<file path="src/rtl/int_vector_ctrl_pkg.sv">
// Shared definitions for the interrupt vector controller and the constant bank
// that answers its vector reads.
package int_vector_ctrl_pkg;

  typedef enum logic [1:0] {
    ST_IDLE,
    ST_REQ,
    ST_VEC,
    ST_SERVICE
  } state_t;

  // Constant-bank indices holding each source's vector.
  localparam int VEC_HWINT  = 1;
  localparam int VEC_SWINT  = 2;
  localparam int VEC_EXCEPT = 3;

  // Bit positions of each source inside the pending/eligible vectors.
  localparam int SRC_HWINT  = 0;
  localparam int SRC_SWINT  = 1;
  localparam int SRC_EXCEPT = 2;

endpackage

</file>
<file path="src/rtl/int_vector_ctrl_prio_enc.sv">
// Fixed-priority encoder: except > swint > hwint, mapped to constant-bank indices.
module int_prio_enc
  import int_vector_ctrl_pkg::*;
#(
  parameter int SEL_WIDTH = 4
) (
  input  logic [2:0]           eligible,
  output logic                 valid,
  output logic [SEL_WIDTH-1:0] index
);

  always_comb begin
    valid = |eligible;
    index = '0;
    if (eligible[SRC_EXCEPT])
      index = SEL_WIDTH'(VEC_EXCEPT);
    else if (eligible[SRC_SWINT])
      index = SEL_WIDTH'(VEC_SWINT);
    else if (eligible[SRC_HWINT])
      index = SEL_WIDTH'(VEC_HWINT);
  end

endmodule

</file>
<file path="src/rtl/int_vector_ctrl.sv">
// Interrupt vector controller: latches requests, raises irq, reads the winning
// vector from the constant bank over bus a, and holds it until iret.
module int_vector_ctrl
  import int_vector_ctrl_pkg::*;
#(
  parameter int WORD_SIZE = 32,
  parameter int SEL_WIDTH = 4
) (
  input  logic                 clk,
  input  logic                 rst,
  input  logic                 hwint,
  input  logic                 swint,
  input  logic                 except,
  input  logic                 int_en,
  output logic                 irq,
  input  logic                 ack,
  input  logic                 iret,
  output logic                 oe_a,
  output logic [SEL_WIDTH-1:0] sel_a,
  input  logic [WORD_SIZE-1:0] a,
  output logic [WORD_SIZE-1:0] vector,
  output logic                 in_service
);

  state_t               state;
  logic [2:0]           pending;
  logic                 en_q;
  logic [SEL_WIDTH-1:0] frozen_idx;
  logic [2:0]           requests;
  logic [2:0]           eligible;
  logic [2:0]           taken_clr;
  logic                 win_valid;
  logic [SEL_WIDTH-1:0] win_idx;

  // The enable mask is registered alongside the pending bits, so a request
  // pulse and an enable change both reach irq with the same two-cycle latency.
  assign requests = {except, swint, hwint};
  assign eligible = pending & {1'b1, en_q, en_q};

  int_prio_enc #(
    .SEL_WIDTH(SEL_WIDTH)
  ) u_prio_enc (
    .eligible(eligible),
    .valid   (win_valid),
    .index   (win_idx)
  );

  always_comb begin
    taken_clr = '0;
    if (state == ST_VEC) begin
      if (frozen_idx == SEL_WIDTH'(VEC_EXCEPT))
        taken_clr[SRC_EXCEPT] = 1'b1;
      else if (frozen_idx == SEL_WIDTH'(VEC_SWINT))
        taken_clr[SRC_SWINT] = 1'b1;
      else if (frozen_idx == SEL_WIDTH'(VEC_HWINT))
        taken_clr[SRC_HWINT] = 1'b1;
    end
  end

  // A request arriving in the same cycle its bit is cleared wins, so it is
  // never lost.
  always_ff @(posedge clk) begin
    if (rst) begin
      state      <= ST_IDLE;
      pending    <= '0;
      en_q       <= 1'b0;
      frozen_idx <= '0;
      vector     <= '0;
      irq        <= 1'b0;
      oe_a       <= 1'b0;
      sel_a      <= '0;
      in_service <= 1'b0;
    end else begin
      pending <= (pending & ~taken_clr) | requests;
      en_q    <= int_en;
      case (state)
        ST_IDLE: begin
          if (win_valid) begin
            state <= ST_REQ;
            irq   <= 1'b1;
          end
        end
        ST_REQ: begin
          if (!win_valid) begin
            state <= ST_IDLE;
            irq   <= 1'b0;
          end else if (ack) begin
            state      <= ST_VEC;
            irq        <= 1'b0;
            oe_a       <= 1'b1;
            sel_a      <= win_idx;
            frozen_idx <= win_idx;
            in_service <= 1'b1;
          end
        end
        ST_VEC: begin
          state  <= ST_SERVICE;
          vector <= a;
          oe_a   <= 1'b0;
          sel_a  <= '0;
        end
        ST_SERVICE: begin
          if (iret) begin
            state      <= ST_IDLE;
            in_service <= 1'b0;
          end
        end
        default: state <= ST_IDLE;
      endcase
    end
  end

endmodule

</file>
<file path="config.mk">
export PLATFORM = sky130hd
export DESIGN_NAME = int_vector_ctrl
export DESIGN_NICKNAME = d
export VERILOG_FILES = /design/src/rtl/int_vector_ctrl_pkg.sv /design/src/rtl/int_vector_ctrl_prio_enc.sv /design/src/rtl/int_vector_ctrl.sv
export SDC_FILE = /design/constraint.sdc
export NUM_CORES = 1
export LEC_CHECK = 0
export CORE_ASPECT_RATIO = 0.7
export CORE_MARGIN = 1.5
export CORE_UTILIZATION = 44
export CTS_CLUSTER_SIZE = 40
export DETAILED_ROUTE_END_ITERATION = 16
export PLACE_DENSITY = 0.89
export SLEW_MARGIN = 10
export SYNTH_ARGS = -nofsm -noshare
export SYNTH_HDL_FRONTEND = slang
export SYNTH_HIERARCHICAL = 1
export SYNTH_SLANG_ARGS = --single-unit
</file>
<file path="constraint.sdc">
create_clock -name clk -period 2.7 [get_ports clk]
set_clock_uncertainty 0.2 [all_clocks]
set_input_delay 0.405 -clock clk [delete_from_list [all_inputs] [get_ports clk]]
set_output_delay 0.405 -clock clk [all_outputs]
set_load 0.01 [all_outputs]
</file>
Yosys cells after proc, flatten, opt, wreduce, memory -nomap -nowiden
Index checks and enable logic that the tools add are counted.

word-level totals
  bits in registers = 49
  bits in latches = 0
  RAM bits = 0
  ROM bits = 0
  bits of input ports = 40
  memories kept = 0

operators by class
  add/sub/neg operators = 0
  multiply operators = 0
  div/mod/pow operators = 0
  order comparisons = 0
  eq/ne operators = 11
  shift-type cells = 0
  mux-type cells = 26
  bitwise logic cells = 4
  reductions and logical operators = 10

operators with widths
  cell                number
  $mux 4              4
  $reduce_and 3->1    4
  $mux 1              11
  $mux 2              5
  $eq 4x2->1 const B  2
  $ne 2x2->1 const B  4
  $pmux 2 s4          1
  $pmux 4 s2          1
  $and 3x3->3         2
  $pmux 1 s2          3
  $reduce_bool 2->1   3
  $eq 2x2->1 const B  2
  $eq 4x1->1 const B  1
  $reduce_and 4->1    1
  $mux 3              1
  $ne 3x3->1 const B  1
  $not 3->3           1
  $or 3x3->3          1
  $reduce_or 3->1     1
  $eq 2x1->1 const B  1
  $logic_not 2->1     1

Longest topological paths before layout
Gate-level depths: netlist (run 1).

  word-level depth = 8
  depth in mapped cells = 6
  gate-level depth less buffers = 5

By module
Netlist (run 1), hierarchy kept.

by module, submodules not included
  module           instances  cells an instance  area each (µm²)
  int_vector_ctrl  1          216                1,755.4
  int_prio_enc     1          7                  42.5

Worst setup path before layout (run 1)
Ideal clock, no wire load.

  kind = register to register
  from = register en_q
  to = register with a tool-made name
  setup time = 0.128 ns
  arrival time = 1.331 ns
  required time = 2.372 ns
  setup slack = 1.041 ns
  stages on the path, launching flop included = 7
  path buffers = 1
  clock period less this slack = 1.659 ns
  cell sequence = dfxtp_1 -> and2_1 -> or3_1 -> and4b_1 -> clkbuf_1 -> a21oi_1 -> nor2_1

RTL lines
  item                    line                   source
  from (decl)             int_vector_ctrl.sv:27  logic en_q;
  from (signal assigned)  int_vector_ctrl.sv:75  en_q <= int_en;

Final worst setup path (run 1)
  from = register irq
  to = output port irq

RTL lines
  item                    line                   source
  from (decl)             int_vector_ctrl.sv:15  output logic irq,
  from (signal assigned)  int_vector_ctrl.sv:69  irq <= 1'b0;
  from (signal assigned)  int_vector_ctrl.sv:80  irq <= 1'b1;
  from (signal assigned)  int_vector_ctrl.sv:86  irq <= 1'b0;

No word-level cell between the ends.

==> results of run 1 <==
==> cells by family after synthesis <==
family,after synthesis,synth area share
AO/OA/AOI/OAI,50,0.1434
AND/OR/NAND/NOR,102,0.2463
other,1,0.002086
buffers and inverters,20,0.05637
multiplexers,1,0.006263
flip-flops,49,0.5456
==> area by class of cell <==
| class | count | area share |
|---|---|---|
| flip-flops and latches | 49 | 0.3669 |
| repair buffers | 83 | 0.3060 |
| multi-input cells | 155 | 0.2700 |
| clock buffers | 8 | 0.02995 |
| well taps | 52 | 0.02433 |
| inverters | 2 | 0.002808 |
==> through the flow <==
stage	total power (uW)	instance area, um^2
2_1_floorplan	842.7	1802
3_3_place_gp	937.7	2594
3_5_place_dp	940.9	2594
4_1_cts	1337	2674
5_1_grt	1388	2674
6_report	1325	2674
==> worst min-delay path, stage by stage (launching register included) <==
cell,delay [ns]
dfxtp_1,0.31
nand2_1,0.05
a21oi_1,0.05
==> per-layer routing <==
layer,share of wire,up-vias,global-route usage
li1,-,861,-
met1,0.47,748,0.2635
met2,0.41,68,0.3016
met3,0.10,6,0.08780
met4,0.0099,0,0.06516
met5,0,-,0
==> how the worst max path moves through the flow <==
stage	startpoint	end	depth (start not counted)
global placement	ack	frozen_idx[0]	4
detailed placement	ack	frozen_idx[2]	4
global route	en_q	frozen_idx[2]	5
finish	irq	irq	1
floorplan	en_q	register	6
CTS	irq	irq	1
==> Yosys cell counts (all sizes together) <==
cell type and number:
a21oi 45, or2 1, nor3 2, nand3 1
nand2b 2, a21o 1, a211oi 1, o21bai 1
and2 2, nor2 6, o21ai 2, conb 1
nor2b 4, clkbuf 7, dfxtp 49, or3 1
or4b 1, and4b 1, inv 2, mux2 1
nand4b 1, buf 11, nor4b 2, nand2 78
==> power by group through the flow <==
stage,Sequential (uW),Combinational [uW],Clock (uW)
floorplan,779,64.2,0
global placement,776,162,0
detailed placement,777,164,0
CTS,760,165,412
global route,763,178,447
finish,760,164,401
==> registers in the layout (all words and copies together) (netlist names), named ones only <==
name	flops
en_q	1
pending	3
in_service	1
sel_a	4
oe_a	1
irq	1
state	1
vector	32
frozen_idx	4
==> results.py, run 1 <==
metrics = {
    "logic_synthesis": {
        "postSynthCellCount": 223,
        "syn_area_um2": 1798,
        "netlist_top_cells_area": "dfxtp_1 55%, nand2_1 16%, a21oi_1 13%",
        "synth_cell_type_count": 27,
        "ys_ff_latch": 49,
        "synth_top_area_share": 0.5456,
        "ys_warn_count": 6,
        "ys_seq_area_frac": 0.5456,
        "yosysTopAreaCell": "dfxtp_1",
        "avgSynthCellArea_um2": 8.063,
    },
    "worst_setup_path": {
        "r2r_slack_ns": 0.92,
        "worst-setup-path-type": "reg -> out",
        "startpoint_type": "register",
        "critical_path.top_delay_family": "buffers and inverters",
        "regToRegStartpoint": "en_q",
        "crit_slowest_cell": "clkdlybuf4s50_1",
        "arrival_ns": 1.21,
        "crit_chain": "clkdlybuf4s50_1",
        "cp.required_ns": 2.10,
        "reg2reg_to": "frozen_idx[2]",
        "crit_buf_inv": 1,
        "cpPeakStageDelay_ns": 0.56,
        "worstPathMaxFanout": 3,
        "r2r_cells": 5,
        "worstSetupEndpointType": "output port",
    },
    "clock_tree": {
        "cts.path.max_buffers": 2,
        "numCtsBuffers": 5,
        "htree_levels": 2,
        "postCtsSetupRepairBufs": 0,
        "cts_tree": "yes",
        "cts_sinks": 49,
        "clkLatencyLatePin_ns": 0.29,
        "ctsResizeCount": 0,
        "cts_hold_buf": 0,
        "root_buffer": "clkbuf_8",
        "clk_pin_slew_worst_paths_ns": 0.08,
    },
    "die": {
        "core-area_um2": 3923,
        "placementRows": 19,
        "dieHeight_um": 56.49,
        "fp.dieW_um": 79.41,
        "dieArea_um2": 4485,
        "ios": 79,
        "start_util": 0.4584,
    },
    "global_route": {
        "grt_max_degree": 33,
        "overflow": 0,
        "grt_pass1_wl_mm": 7.065,
        "grt_pass1_vias": 1588,
        "grt_util_all_layers": 0.2023,
        "antenna_found_initial": 0,
    },
    "power_and_ir_drop": {
        "switching_share": 0.2243,
        "pwr-share-seq": 0.573,
        "pwr-share-clk": 0.303,
        "ir_drop_v": 0.0002930,
        "p_per_area_nw_per_um2": 495.5,
        "pwr-share-comb": 0.124,
        "internal-power_uw": 1028,
        "switching_power_uw": 297.2,
        "power.leakage_uw": 0.0009250,
    },
    "job": {
        "maxCapViolations": 0,
    },
    "final_layout": {
        "multiInputGateArea_um2": 721.9,
        "stdcell_count": 349,
        "fillCellCount": 330,
        "layout_common_cells": "78 x nand2_1, 78 x clkdlybuf4s50_1, 49 x dfxtp_1",
        "drive_gt1_frac": 0.04377,
        "nNetsFinal": 336,
        "final_core_util": 0.6817,
        "syn_to_final_growth_pct": 48.71,
        "regArea_um2": 980.9,
        "diodes": 0,
    },
    "min_path": {
        "min_path_type": "reg -> reg",
        "min_to": "vector[21]",
        "holdCritStartpoint": "vector[21]",
        "whs_path_depth": 2,
    },
    "route": {
        "dr.pass1.iters": 4,
        "drt_wl_total_mm": 4.235,
        "first_iter_violations": 63,
        "drc": 0,
        "ant_nets": 0,
        "routedWlPerCell_um": 12.13,
        "vias": 1683,
        "viasPerCell": 4.822,
    },
    "timing": {
        "post-route-period-util": 0.6705,
        "period_needed_ns": 1.810,
        "fin_tns_setup_ns": 0,
        "setup_viol": 0,
        "rsz0062_at_grt": "false",
        "report.final.slew_viol_count": 0,
        "holdWs_ns": 0.2569,
        "hold_viol": 0,
        "max_freq_mhz": 552.4,
        "setup_ws_ns": 0.8898,
    },
    "place": {
        "io_buffers": 78,
        "dpl.cell_count": 341,
        "hpwlAfterDp_mm": 3.098,
        "dp_slack_ns": 0.9025,
        "finalWeightedCongestion": 0.7826,
    },
    "outcome": {
        "run_status": "finished, final reports clean",
    },
}
Note: power is estimated with default switching activity, not from simulation.
==> inputs of run 2 (changes only) <==
- CORE_UTILIZATION: 44 -> 41
- PLACE_DENSITY: 0.89 -> 0.85
- clock period: 2.7 -> 1.75 ns (I/O delays scaled with it)
==> run 2 against run 1 <==
Compared with the run above: critical path depth is the same; worst setup slack lost 0.81 ns; register-to-register slack lost 0.83 ns; via count shrank 1.1%; power grew 62%; global-route usage shrank 1.8 points; largest power group unchanged; highest routed layer unchanged.
==> results.py, run 2 (synthesis results as in run 1) <==
metrics = {
    "outcome": {
        "run_status": "finished, final reports clean",
    },
    "final_layout": {
        "regMostFlops": "vector",
        "drive_gt1_frac": 0.08251,
        "diodes": 0,
        "top_regs": "vector (32), frozen_idx (4), sel_a (4)",
        "nNetsFinal": 342,
        "layout_common_cells": "78 x nand2_1, 78 x clkdlybuf4s50_1, 49 x dfxtp_1",
        "largest_register_ffs": 32,
        "syn_to_final_growth_pct": 52.96,
        "fillCellCount": 335,
        "stdcell_count": 355,
    },
    "worst_setup_path": {
        "cp.required_ns": 1.29,
        "worstSetupEndpointType": "output port",
        "crit_slowest_cell": "clkdlybuf4s50_1",
        "r2r_cells": 5,
        "regToRegStartpoint": "en_q",
        "arrival_ns": 1.21,
        "worstPathMaxFanout": 3,
        "startpoint_type": "register",
        "crit_chain": "clkdlybuf4s50_1",
        "startpoint": "irq",
        "worst-setup-path-type": "reg -> out",
        "cpPeakStageDelay_ns": 0.55,
        "critical_path.top_delay_family": "buffers and inverters",
        "critical_path_depth": 1,
        "crit_buf_inv": 1,
    },
    "global_route": {
        "grt_max_degree": 20,
        "grt_util_all_layers": 0.1842,
        "grt_pass1_wl_mm": 6.775,
        "antenna_found_initial": 0,
        "overflow": 0,
        "grt_pass1_vias": 1546,
    },
    "die": {
        "fp.dieW_um": 82.15,
        "placementRows": 19,
        "start_util": 0.4423,
        "dieHeight_um": 58.41,
        "dieArea_um2": 4798,
        "core-area_um2": 4065,
        "ios": 79,
    },
    "min_path": {
        "min_path_type": "reg -> reg",
        "holdCritStartpoint": "vector[30]",
        "whs_path_depth": 2,
    },
    "route": {
        "viasPerCell": 4.690,
        "ant_nets": 0,
        "first_iter_violations": 57,
        "dr.pass1.iters": 4,
        "vias": 1665,
        "drt_wl_total_mm": 4.226,
        "drc": 0,
        "routedWlPerCell_um": 11.90,
    },
    "place": {
        "finalWeightedCongestion": 0.8155,
        "hpwlAfterDp_mm": 3.072,
        "dpl.cell_count": 345,
        "dp_slack_ns": 0.009339,
        "io_buffers": 78,
    },
    "clock_tree": {
        "htree_levels": 2,
        "numCtsBuffers": 5,
        "clkLatencyLatePin_ns": 0.29,
        "clk_pin_slew_worst_paths_ns": 0.08,
        "cts.path.max_buffers": 2,
        "root_buffer": "clkbuf_8",
        "cts_tree": "yes",
        "cts_sinks": 49,
    },
    "timing": {
        "fin_tns_setup_ns": 0,
        "post-route-period-util": 0.9548,
        "setup_ws_ns": 0.07906,
        "rsz0062_at_grt": "false",
        "hold_viol": 0,
        "setup_viol": 0,
        "period_needed_ns": 1.671,
        "report.final.slew_viol_count": 0,
        "max_freq_mhz": 598.5,
    },
    "power_and_ir_drop": {
        "power.leakage_uw": 0.0009672,
        "internal-power_uw": 1668,
        "switching_power_uw": 473.7,
        "pwr-share-comb": 0.125,
        "pwr-share-clk": 0.330,
        "pwr-share-seq": 0.545,
        "switching_share": 0.2211,
        "ir_drop_v": 0.0006354,
        "p_per_area_nw_per_um2": 778.9,
    },
    "job": {
        "maxCapViolations": 0,
    },
}
==> run 2: cell types whose count changed in the layout (fill, tap and decap cells not counted), sizes merged <==
cell	previous run	this run
buf	5	11
clkinv	0	1
clkbuf	8	7
==> run 2: timing repair <==
action	4_1_cts	5_1_grt
resized for setup	0	3
hold buffers	0	0
pin swaps	1	2
setup buffers	2	0
endpoints found under the setup margin	1	10
cloned	0	0
==> run 2: power groups by stage <==
stage,logic (uW),clock network [uW],registers (uW)
floorplan,99.0,0,1200
global placement,261,0,1190
detailed placement,264,0,1190
CTS,268,727,1170
global route,294,779,1170
finish,269,706,1170
==> run 2: final cells by class <==
class                           count  area (um^2)  area share
Inverter                            2        7.507    0.002730
Clock buffer                        7        96.34     0.03503
Tap cell                           52        65.06     0.02366
Multi-Input combinational cell    155        732.0      0.2662
Clock inverter                      1        5.005    0.001820
Timing Repair Buffer               89        863.3      0.3139
Sequential cell                    49        980.9      0.3567
==> run 2: worst paths after layout <==
kind / to / slack, ns
min: vector[30] / 0.25
max: irq / 0.08
max reg2reg: in_service / 0.09
min reg2reg: vector[30] / 0.25
==> run 2: routing by layer <==
metal,vias to the layer above,share of wire,wire length [um],track usage
li1,878,-,-,-
met1,719,0.44,1864,0.2256
met2,63,0.43,1828,0.2857
met3,5,0.12,500,0.09302
met4,0,0.0076,32,0.05327
met5,-,0,0,0
==> run 2: through the flow <==
stage | total power, uW | hold WS [ns] | util | instance area (um^2)
floorplan | 1300 | 0.1907 | - | 1802
global placement | 1453 | 0.2409 | 0.6454 | 2624
detailed placement | 1458 | 0.2462 | 0.6454 | 2624
CTS | 2163 | 0.2573 | 0.6741 | 2740
global route | 2244 | 0.2727 | 0.6765 | 2750
finish | 2142 | 0.2546 | 0.6765 | 2750
==> inputs of run 3 (changes only) <==
- CELL_PAD_IN_SITES_DETAIL_PLACEMENT: default -> 1
- CELL_PAD_IN_SITES_GLOBAL_PLACEMENT: default -> 1
- CORE_UTILIZATION: 41 -> 29
==> run 3 against run 2 <==
Compared with the run above: first-iteration DRC count fell by 46%; critical path type is now reg -> reg; largest power group unchanged; final cell count grew 5.6%; global-route usage fell by 2.9 points; wire length grew 24%; largest cell class unchanged; final area rose by 0.45%.
==> results.py, run 3 (synthesis results as in run 1) <==
metrics = {
    "min_path": {
        "min_to": "vector[3]",
        "holdCritStartpoint": "vector[3]",
        "whs_path_depth": 2,
        "min_path_type": "reg -> reg",
    },
    "final_layout": {
        "nNetsFinal": 339,
        "top_regs": "vector (32), frozen_idx (4), sel_a (4)",
        "drive_gt1_frac": 0.07000,
        "largest_register_ffs": 32,
        "layout_common_cells": "78 x nand2_1, 78 x clkdlybuf4s50_1, 49 x dfxtp_1",
        "syn_to_final_growth_pct": 53.65,
        "regMostFlops": "vector",
        "stdcell_count": 375,
        "final_area_um2": 2763,
        "fillCellCount": 697,
        "diodes": 0,
    },
    "route": {
        "viasPerCell": 4.603,
        "drc": 0,
        "ant_nets": 0,
        "dr.pass1.iters": 3,
        "first_iter_violations": 31,
        "vias": 1726,
        "routedWlPerCell_um": 14.03,
        "drt_wl_total_mm": 5.260,
    },
    "die": {
        "dieHeight_um": 68.88,
        "dieArea_um2": 6689,
        "placementRows": 23,
        "ios": 79,
        "core-area_um2": 5842,
        "start_util": 0.3078,
        "fp.dieW_um": 97.11,
    },
    "timing": {
        "setup_viol": 0,
        "period_needed_ns": 1.720,
        "setup_ws_ns": 0.03009,
        "rsz0062_at_grt": "true",
        "post-route-period-util": 0.9828,
        "max_freq_mhz": 581.4,
        "report.final.slew_viol_count": 0,
        "hold_viol": 0,
    },
    "worst_setup_path": {
        "worstPathMaxFanout": 7,
        "r2r_slack_ns": 0.03,
        "worst-setup-path-type": "reg -> reg",
        "r2r_cells": 5,
        "arrival_ns": 1.71,
        "regToRegStartpoint": "en_q",
        "reg2reg_to": "sel_a[0]",
        "worstSetupEndpointType": "register",
        "cp.required_ns": 1.74,
        "startpoint_type": "register",
    },
    "place": {
        "dpl.cell_count": 366,
        "dpl_cell_area_um2": 2663,
        "finalWeightedCongestion": 0.7218,
        "dp_slack_ns": -0.01756,
        "hpwlAfterDp_mm": 3.854,
        "io_buffers": 78,
    },
    "global_route": {
        "antenna_found_initial": 0,
        "overflow": 0,
        "grt_pass1_wl_mm": 8.135,
        "grt_max_degree": 33,
        "grt_pass1_vias": 1726,
        "grt_util_all_layers": 0.1555,
    },
    "power_and_ir_drop": {
        "p_per_area_nw_per_um2": 760.2,
        "ir_drop_v": 0.0003433,
        "power.leakage_uw": 0.0009519,
    },
    "clock_tree": {
        "cts_tree": "yes",
        "numCtsBuffers": 5,
        "cts.path.max_buffers": 2,
        "cts_sinks": 49,
        "clk_pin_slew_worst_paths_ns": 0.09,
        "root_buffer": "clkbuf_8",
        "clkLatencyLatePin_ns": 0.30,
        "htree_levels": 2,
    },
    "job": {
        "maxCapViolations": 0,
    },
    "outcome": {
        "run_status": "finished, final reports clean",
    },
}
## run 3: cell types whose count changed in the layout (fill, tap and decap cells not counted), sizes merged
cell	before	now
clkinv	1	2
clkbuf	7	6
buf	11	8
## run 3: worst max-delay path: stages (launching register included)
cell,delay [ns]
dfxtp_1,0.31
and2_1,0.17
or3_4,0.41
and4b_2,0.32
nand2_1,0.12
a21oi_1,0.08
## run 3: layout make-up
cell class / instances / area [um^2] / area share
clock inverters: 2 / 10.01 / 0.003623
multi-input cells: 155 / 732.0 / 0.2649
inverters: 2 / 7.507 / 0.002717
repair buffers: 86 / 865.8 / 0.3134
well taps: 75 / 93.84 / 0.03397
clock buffers: 6 / 72.57 / 0.02627
flip-flops and latches: 49 / 980.9 / 0.3551
## run 3: routing by layer
metal  track usage  wire length, um  part of all wire  up-vias
met5             0                0                 0        -
met3       0.07762              511             0.097        4
met2        0.2474             2328              0.44       54
met1        0.1926             2394              0.46      801
li1              -                -                 -      867
met4       0.03261               25            0.0048        0
## run 3: stage by stage
stage | TNS, ns | utilization | hold WS (ns) | power, uW
final | 0 | 0.4729 | 0.2578 | 2100
after CTS | 0 | 0.4712 | 0.2633 | 2127
after floorplan | 0 | - | 0.1907 | 1300
after global routing | -0.06736 | 0.4729 | 0.2861 | 2193
after global placement | 0 | 0.4558 | 0.2416 | 1463
after detailed placement | -0.01756 | 0.4558 | 0.2499 | 1471
## run 3: worst max-delay path by stage
stage	startpoint	slack [ns]	endpoint	depth (start not counted)
floorplan	en_q	0.09	register	6
finish	en_q	0.03	sel_a[0]	5
detailed placement	en_q	-0.02	sel_a[0]	5
global placement	en_q	0.09	oe_a	5
global route	en_q	-0.02	sel_a[0]	5
CTS	en_q	0.01	sel_a[0]	5
## run 3: where the power goes
group,switching [uW],leakage [uW],internal [uW]
Combinational,114,0.000509,165
Clock,375,0.0000450,278
Sequential,19.3,0.000398,1150
## run 3: repair_timing
action                                  CTS  global route
endpoints found under the setup margin    1            10
hold buffers                              0             0
resized for setup                         0             3
pin swaps                                 1             1
buffers inserted                          1             0
==> edit (settings of run 3) <==
Encoding of `state_t`: now one-hot (4 bits for 4 states).
--- a/src/rtl/int_vector_ctrl_pkg.sv
+++ b/src/rtl/int_vector_ctrl_pkg.sv
@@ -2,11 +2,11 @@
 // that answers its vector reads.
 package int_vector_ctrl_pkg;
 
-  typedef enum logic [1:0] {
-    ST_IDLE,
-    ST_REQ,
-    ST_VEC,
-    ST_SERVICE
+  typedef enum logic [3:0] {
+    ST_IDLE    = 4'b0001,
+    ST_REQ     = 4'b0010,
+    ST_VEC     = 4'b0100,
+    ST_SERVICE = 4'b1000
   } state_t;
 
   // Constant-bank indices holding each source's vector.
Function: same outputs for any inputs over 10 cycles, from zero or initial values and one cycle with rst high; not proved beyond that.
==> edit against run 3 <==
The run now ends with setup timing left; clock power increased by 6.4%; count of clock-buffer cells in the layout stayed put; first-iteration DRC count shrank 23%; total power grew 0.54%; sequential cell count rose by 2; final area grew 11%; synthesized area rose by 8.4%; highest routed layer unchanged; largest cell class unchanged; global-route usage up 1.6 points; setup slack got worse by 0.090 ns; maximum frequency decreased by 5.0%; routed wire length is 13% higher.
==> edit: results (changes against run 3) <==
Synth cell types -> 36 (was 27)
status -> finished with violations (was completed)
CP peak stage delay -> 0.59 ns (was 0.41 ns)
hold path start -> rst (was vector[3]$_SDFFE_PP0P_)
WP data arrival -> 1.86 ns (was 1.71 ns)
setup bufs post-CTS -> 0 (was 1)
register area share after synthesis -> 52.4% (was 54.6%)
share of cells above drive strength 1 -> 14.8% (was 7.00%)
largest net degree at the start of global routing -> 21 (was 33)
Sum Neg Setup Slack -> -0.210 ns (was 0 ns)
DR iter-0 viols -> 24 (was 31)
top cells by area, synth -> dfxtp_1, nand2_1, a21oi_1 (unchanged)
Synth top cells by count -> nand2_1, dfxtp_1, a21oi_1 (unchanged)
Fillers -> 785 (was 697)
R2R Path Start -> state[0]$_SDFFE_PP1P_ (was en_q$_SDFF_PP0_)
met2 usage -> 28.8% (was 24.7%)
I/O Buffers -> 78 (unchanged)
Worst R2R End -> sel_a[0]$_SDFFE_PP0P_ (unchanged)
failing checks -> setup timing
Worst Reg-to-Reg Cells -> 3 (was 5)
Hold Path Class -> input pin to flop (was flop to flop)
Via density -> 4.71 (was 4.60)
Tot GR Track Use -> 17.1% (was 15.6%)
VDD IR max -> 0.314 mV (was 0.343 mV)
Worst Hold Path EP -> state[3]$_SDFFE_PP0P_ (was vector[3]$_SDFFE_PP0P_)
Setup Viol. Count Final -> 4 (was 0)
gpl congestion -> 0.789 (was 0.722)
Slowest-stage cell, CP -> or4b_4 (was or3_4)
fin worst setup slack -> -0.0600 ns (was 0.0301 ns)
first-pass GRT wire length -> 9600 um (was 8140 um)
CP Max Fanout -> 5 (was 7)
met1 usage -> 21.2% (was 19.3%)
met3 Use GR -> 4.59% (was 7.76%)
leak pwr -> 1.09 nW (was 0.952 nW)
Nets -> 365 (was 339)
==> edit: changes by cell type in the layout (fill, tap and decap cells not counted), moves of 3 or more <==
cell	change
nand2_1	-5
o21ai_1	+3
a21oi_1	-10
or4b_4	+4
nor2b_1	+3
buf_4	+11
dfxtp_2	+4
nand3_1	+6
inv_1	+3
==> edit: per-stage QoR <==
stage          instance area, sq um  hold WS [ns]  std cells  setup slack, ns  utilization [%]
3_3_place_gp                   2920         0.241        409           -0.278             45.9
5_1_grt                        3080         0.106        416          -0.0880             48.3
3_5_place_dp                   2920         0.246        409           -0.398             45.9
6_report                       3080        0.0993        416          -0.0600             48.3
4_1_cts                        3060        0.0802        416          -0.0368             48.1
2_1_floorplan                  2000         0.191        238          -0.0839                -
==> edit: layout make-up <==
type                       count  area share (%)
clock buffer                   6            2.68
multi-input combinational    167            30.1
timing repair buffer          95            29.4
tap                           91            3.70
clock inverter                 1           0.163
inverter                       5           0.610
sequential                    51            33.3
==> edit: worst reg2reg max path: stages (launching register included) <==
cell and delay, ns:
dfxtp_2 0.35, or4b_4 0.60, or4b_4 0.52, nand3_1 0.09
==> edit: where the power goes <==
group          internal, mW  leakage, nW  switching, mW
Combinational         0.138        0.631         0.0867
Sequential             1.18        0.414         0.0131
Clock                 0.311       0.0470          0.383
Total                  1.63         1.09          0.483
==> edit: how the worst max path moves through the flow <==
stage / depth (start not counted) / start / endpoint / slack [ns]
2_1_floorplan: 4 / state[0]$_SDFFE_PP1P_ / frozen_idx[0]$_SDFFE_PP0P_ / -0.08
3_3_place_gp: 4 / iret / state[0]$_SDFFE_PP1P_ / -0.28
3_5_place_dp: 4 / iret / state[0]$_SDFFE_PP1P_ / -0.40
4_1_cts: 3 / state[2]$_SDFFE_PP0P_ / frozen_idx[0]$_SDFFE_PP0P_ / -0.04
5_1_grt: 3 / state[0]$_SDFFE_PP1P_ / sel_a[0]$_SDFFE_PP0P_ / -0.09
6_report: 3 / state[0]$_SDFFE_PP1P_ / sel_a[0]$_SDFFE_PP0P_ / -0.06
==> edit: repair_timing <==
action                                  4_1_cts  5_1_grt
endpoints found under the setup margin       47        9
hold buffers                                  0        0
gates resized for setup                      13        7
pin swaps                                     4        2
endpoints found under the hold margin         0        0
==> edit: cells by family after synthesis <==
group / Yosys count / synth area share, %
DFF: 51 / 52.4
and+or+nand+nor: 117 / 29.5
other: 1 / 0.192
AOI/OAI and AO/OA: 48 / 13.7
buffers and inverters: 20 / 4.30
==> edit: routing by layer <==
layer | routed length, um | up-vias | share of wire (%)
li1 | - | 961 | -
met1 | 2800 | 932 | 47
met2 | 2740 | 58 | 46
met3 | 353 | 8 | 5.9
met4 | 76 | 0 | 1.3
met5 | 0 | - | 0
